===== config.mk =====
export PLATFORM = sky130hd
export DESIGN_NAME = inst_realigner
export DESIGN_NICKNAME = d
export VERILOG_FILES = /design/src/rtl/inst_realigner.sv
export SDC_FILE = /design/constraint.sdc
export NUM_CORES = 1
export LEC_CHECK = 0
export CAP_MARGIN = 25
export CORE_MARGIN = 4
export CORE_UTILIZATION = 55
export DETAILED_ROUTE_END_ITERATION = 12
export PLACE_DENSITY = 0.82
export SKIP_LAST_GASP = 1
export SLEW_MARGIN = 25
export SYNTH_ARGS = -nofsm -noshare
export SYNTH_HDL_FRONTEND = slang
export SYNTH_SLANG_ARGS = --single-unit
export TNS_END_PERCENT = 100

===== constraint.sdc =====
create_clock -name clk -period 4.4 [get_ports clk]
set_input_delay 0.66 -clock clk [delete_from_list [all_inputs] [get_ports clk]]
set_output_delay 0.66 -clock clk [all_outputs]
set_load 0.02 [all_outputs]

===== src/rtl/inst_realigner.sv =====
// rtl/inst_realigner.sv - fetch-side realigner turning aligned words into 16/32-bit instructions
module inst_realigner #(
    parameter logic [31:0] RESET_PC = 32'h0000_0000
) (
    input  logic        clk,
    input  logic        rst_n,
    input  logic        flush,
    input  logic [31:0] flush_pc,
    output logic        fetch_req,
    output logic [31:0] fetch_addr,
    input  logic        fetch_valid,
    input  logic [31:0] fetch_data,
    output logic        inst_valid,
    input  logic        inst_ready,
    output logic [31:0] inst_raw,
    output logic        inst_c,
    output logic [31:0] inst_pc
);
    typedef enum logic {IDLE, WAIT} state_t;

    state_t      state, state_nxt;
    logic [15:0] hb     [4];
    logic [15:0] hb_nxt [4];
    logic [2:0]  count, count_nxt;
    logic [31:0] head_pc, next_fetch_pc;
    logic        drop_lo, kill, kill_nxt;
    logic        head_c, fill, consume;
    logic [1:0]  used, filled, base;

    assign head_c     = hb[0][1:0] != 2'b11;
    assign inst_valid = head_c ? (count >= 3'd1) : (count >= 3'd2);
    assign inst_c     = inst_valid & head_c;
    assign inst_raw   = !inst_valid ? 32'h0 : head_c ? {16'h0, hb[0]} : {hb[1], hb[0]};
    assign inst_pc    = head_pc;
    assign fetch_req  = (state == WAIT);

    // A flush discards any same-cycle consume or fill.
    assign consume   = inst_valid & inst_ready & ~flush;
    assign used      = !consume ? 2'd0 : head_c ? 2'd1 : 2'd2;
    assign fill      = (state == WAIT) & fetch_valid & ~kill & ~flush;
    assign filled    = !fill ? 2'd0 : drop_lo ? 2'd1 : 2'd2;
    assign base      = count[1:0] - used;
    assign count_nxt = count - {1'b0, used} + {1'b0, filled};

    // Shift out consumed halfwords, then append the fill behind what remains.
    always_comb begin
        for (int i = 0; i < 4; i++) hb_nxt[i] = hb[i];
        if (used == 2'd1) begin
            hb_nxt[0] = hb[1];
            hb_nxt[1] = hb[2];
            hb_nxt[2] = hb[3];
        end else if (used == 2'd2) begin
            hb_nxt[0] = hb[2];
            hb_nxt[1] = hb[3];
        end
        if (fill) begin
            if (drop_lo) begin
                hb_nxt[base] = fetch_data[31:16];
            end else begin
                hb_nxt[base]         = fetch_data[15:0];
                hb_nxt[base + 2'd1]  = fetch_data[31:16];
            end
        end
    end

    always_comb begin
        state_nxt = state;
        kill_nxt  = kill;
        case (state)
            IDLE: if (!flush && count <= 3'd2) state_nxt = WAIT;
            WAIT: begin
                if (fetch_valid) begin
                    state_nxt = IDLE;
                    kill_nxt  = 1'b0;
                end else if (flush) begin
                    kill_nxt = 1'b1;
                end
            end
            default: state_nxt = IDLE;
        endcase
    end

    always_ff @(posedge clk or negedge rst_n) begin
        if (!rst_n) begin
            state         <= IDLE;
            kill          <= 1'b0;
            count         <= 3'd0;
            head_pc       <= RESET_PC;
            next_fetch_pc <= RESET_PC & ~32'd3;
            drop_lo       <= RESET_PC[1];
            fetch_addr    <= RESET_PC & ~32'd3;
            for (int i = 0; i < 4; i++) hb[i] <= 16'h0;
        end else begin
            state <= state_nxt;
            kill  <= kill_nxt;
            if (state == IDLE && state_nxt == WAIT) fetch_addr <= next_fetch_pc & ~32'd3;
            for (int i = 0; i < 4; i++) hb[i] <= hb_nxt[i];
            if (flush) begin
                count         <= 3'd0;
                head_pc       <= flush_pc & ~32'd1;
                next_fetch_pc <= flush_pc & ~32'd3;
                drop_lo       <= flush_pc[1];
            end else begin
                count   <= count_nxt;
                head_pc <= head_pc + {29'd0, used, 1'b0};
                if (fill) begin
                    next_fetch_pc <= next_fetch_pc + 32'd4;
                    drop_lo       <= 1'b0;
                end
            end
        end
    end
endmodule


==> out/metrics.csv <==
metric;value;unit
final weighted congestion in routability-driven placement;0.879;
average vias per placed instance;6.46;
IO Port Bufs;163;
buffers from clock root to sink, at most;2;
wire length of the first global-routing pass;50000;um
type of element capturing the critical path;register;
number of DRC markers after the initial detailed-route iteration;1081;
# fillers;1498;
shortest clock period the worst path allows after layout;3.47;ns
routed length on met1;13200;um
portion of total power attributed to sequential cells;0.319;
signed area change from the synthesized netlist to the final layout;21.9;%
CP max FO;12;
share of flip-flops with an asynchronous set or reset;1.00;
maximum number of pins on one net before global-route repair;108;
Clock Sinks;161;
uppermost metal layer occupied by signal nets;met4;
overall overflow remaining after global route;0;
area of the die;21400;sq um
final antenna-violating net count;0;
count of instances resized after the clock tree is built;0;
count of state elements after synthesis;161;
required time of the critical path;4.70;ns
post-synthesis instance area;10500;sq um
DP HPWL;20700;um
data arrival time of the critical path;3.76;ns
final setup vio count;0;
combinational share of power;0.473;
hold-fix buffers at CTS;0;
summed negative setup slack over all endpoints;0;ns
Syn Inst Count;1204;
most used flip-flop cell after synthesis;dfrtp_1;
detailed-route wire length;31000;um
vias after detailed routing;9990;
NetSw;2.86;mW
relative slew slack;0.279;
Floorplan Core Area;18800;sq um
leakage component of the power;5.20;nW
buffer type at the clock tree root;clkbuf_16;
antenna violations before repair;0;
max-capacitance violation count;0;
depth of the CTS H-tree;4;
Switching Fraction;0.398;
hold violation total from the final report;0;
io pins;168;
vias in the first global route;9631;
worst clock skew;0.0115;ns
proportion of layout cells with a drive suffix above 1;0.112;
placement row count;50;
fraction of power consumed by the clock network;0.208;
flop2flop setup slack;1.16;ns
power density over cell area;560;nW/um^2
Least-Margin Pin Slew;1.07;ns
die boundary width;146;um
Detail Route met2 WL;14800;um
share of the yosys chip area belonging to registers;0.383;
Final Max Slew Viols;0;
CP Class;in -> reg;
clock transition at the registers of the reported paths;0.06;ns
Chip Height;146;um
detailed-route wire length per cell;20.1;um
setup bufs post-CTS;0;
internal power;4.33;mW
Synth warnings;0;
maximum vdd ir drop;0.354;mV
clock buffers created by TritonCTS;17;
Post-Layout Inst Area;12800;sq um
number of nets in the finished design;1378;
area after detailed placement;12200;sq um
final hold slack;0.325;ns
met3 routed wirelength;1920;um
Fmax achieved;288;MHz
initial core utilization;0.560;
clock tree from TritonCTS;done;
DRT Pass-1 Iters;6;
class of the worst hold path;in -> async;
global-route usage over all layers;0.286;
setup repair after global routing missed its margin;no;
EDFF count, synth;0;
DRC violation count after routing;0;
Final period util;0.788;
run status;completed;
type of element launching the critical path;primary input;
mean post-synth cell area;8.74;sq um
number of diodes;0;
Yosys cell types;65;
clock latency on the worst-skew pair;0.43;ns
layout make-up:
| class | instances | area, sq um | area share |
|---|---|---|---|
| Clock buffer | 20 | 467 | 0.0364 |
| Sequential cell | 161 | 4030 | 0.314 |
| Multi-Input combinational cell | 908 | 5970 | 0.466 |
| Clock inverter | 12 | 121 | 0.00946 |
| Inverter | 20 | 75.1 | 0.00585 |
| Timing Repair Buffer | 191 | 1870 | 0.145 |
| Tap cell | 234 | 293 | 0.0228 |
path summary, 6_finish.rpt:
| path | to | depth (start not counted) | from |
|---|---|---|---|
| max in group asynchronous | fetch_addr[30] | 2 | rst_n |
| min | hb[52] | 1 | rst_n |
| max | hb[28] | 9 | inst_ready |
| max reg2reg | hb[28] | 9 | count[2] |
| min in group clk | fetch_addr[26] | 1 | fetch_addr[26] |
| min reg2reg | fetch_addr[26] | 1 | fetch_addr[26] |
per-stage QoR:
stage | worst slack [ns] | std cells | util | total power [mW]
CTS | 0.951 | 1546 | 0.683 | 7.18
finish | 0.933 | 1546 | 0.683 | 7.18
detailed placement | 0.548 | 1514 | 0.652 | 5.66
global route | 0.729 | 1546 | 0.683 | 7.58
floorplan | 1.07 | 1206 | - | 4.45
global placement | 0.632 | 1514 | 0.652 | 5.57
logic make-up (layout without fill, tap and decap cells):
group | after synthesis | count (layout) | share of synthesized area
flip-flops | 161 | 161 | 0.383
adder cells (fa/ha/maj) | 10 | 10 | 0.0140
other | 1 | 3 | 0.000357
AND/OR/NAND/NOR | 528 | 528 | 0.262
XOR/XNOR | 22 | 22 | 0.0183
multiplexers | 106 | 106 | 0.109
buffers and inverters | 137 | 243 | 0.0544
AO/OA/AOI/OAI | 239 | 239 | 0.159
synthesized netlist by cell type (20+ instances only):
master / number / area share
or3_1: 20 / 0.012
nor3_1: 22 / 0.010
a21oi_1: 48 / 0.023
o32ai_1: 31 / 0.026
nor2_1: 99 / 0.035
nand2_1: 130 / 0.046
mux2_2: 70 / 0.075
nand4_1: 20 / 0.012
and2_1: 22 / 0.013
nor2b_1: 41 / 0.024
dfrtp_1: 161 / 0.38
and3_1: 44 / 0.026
nand3_1: 52 / 0.025
o21ai_0: 23 / 0.011
buf_2: 27 / 0.013
mux2i_1: 34 / 0.032
clkbuf_1: 71 / 0.025
flip-flops by register name, indices dropped and copies added (netlist names):
name           count
drop_lo            1
inst_pc           31
count              3
fetch_addr        30
kill               1
fetch_req          1
next_fetch_pc     30
hb                64
critical path: stages:
cell             delay, ns
clkdlybuf4s50_1       0.45
nor2b_1               0.33
nand2_1               0.19
ha_1                  0.41
xnor2_2               0.65
nand3_1               0.43
buf_4                 0.33
o22ai_1               0.24
a32oi_1               0.08
per-layer routing:
layer,track usage,up-vias
li1,-,4588
met1,0.395,4886
met2,0.456,431
met3,0.0360,85
met4,0.121,0
met5,0,-
power groups by stage:
| stage | clock (mW) | sequential, mW | combinational [mW] |
|---|---|---|---|
| after global placement | 0 | 2.29 | 3.27 |
| after detailed placement | 0 | 2.30 | 3.36 |
| final | 1.49 | 2.29 | 3.40 |
| after floorplan | 0 | 2.39 | 2.05 |
| after global routing | 1.58 | 2.35 | 3.65 |
| after CTS | 1.51 | 2.28 | 3.38 |
cells in the final DEF, fill, tap and decap left out, types with 11 or more instances in the layout:
cell type	synthesis	routed
nor2_1	99	99
nor3_1	22	21
nand4_1	20	20
dfrtp_1	161	160
a22oi_1	16	16
xnor2_1	12	11
o31ai_1	14	14
inv_1	17	17
mux2i_1	34	34
or3_1	20	20
mux2_2	70	70
nand2_1	130	130
and4_1	15	15
nand2b_1	17	17
a2bb2oi_1	15	15
o21ai_0	23	23
clkbuf_16	0	17
o32ai_1	31	31
nor2b_1	41	41
buf_4	5	26
o22ai_1	17	17
a21oi_1	48	48
or4_1	13	13
and2_1	22	22
clkdlybuf4s50_1	0	161
a32oi_1	16	16
nand3_1	52	52
and3_1	44	44
nor4_1	14	14
a31oi_1	17	17
(Power assumes the default switching activity.)
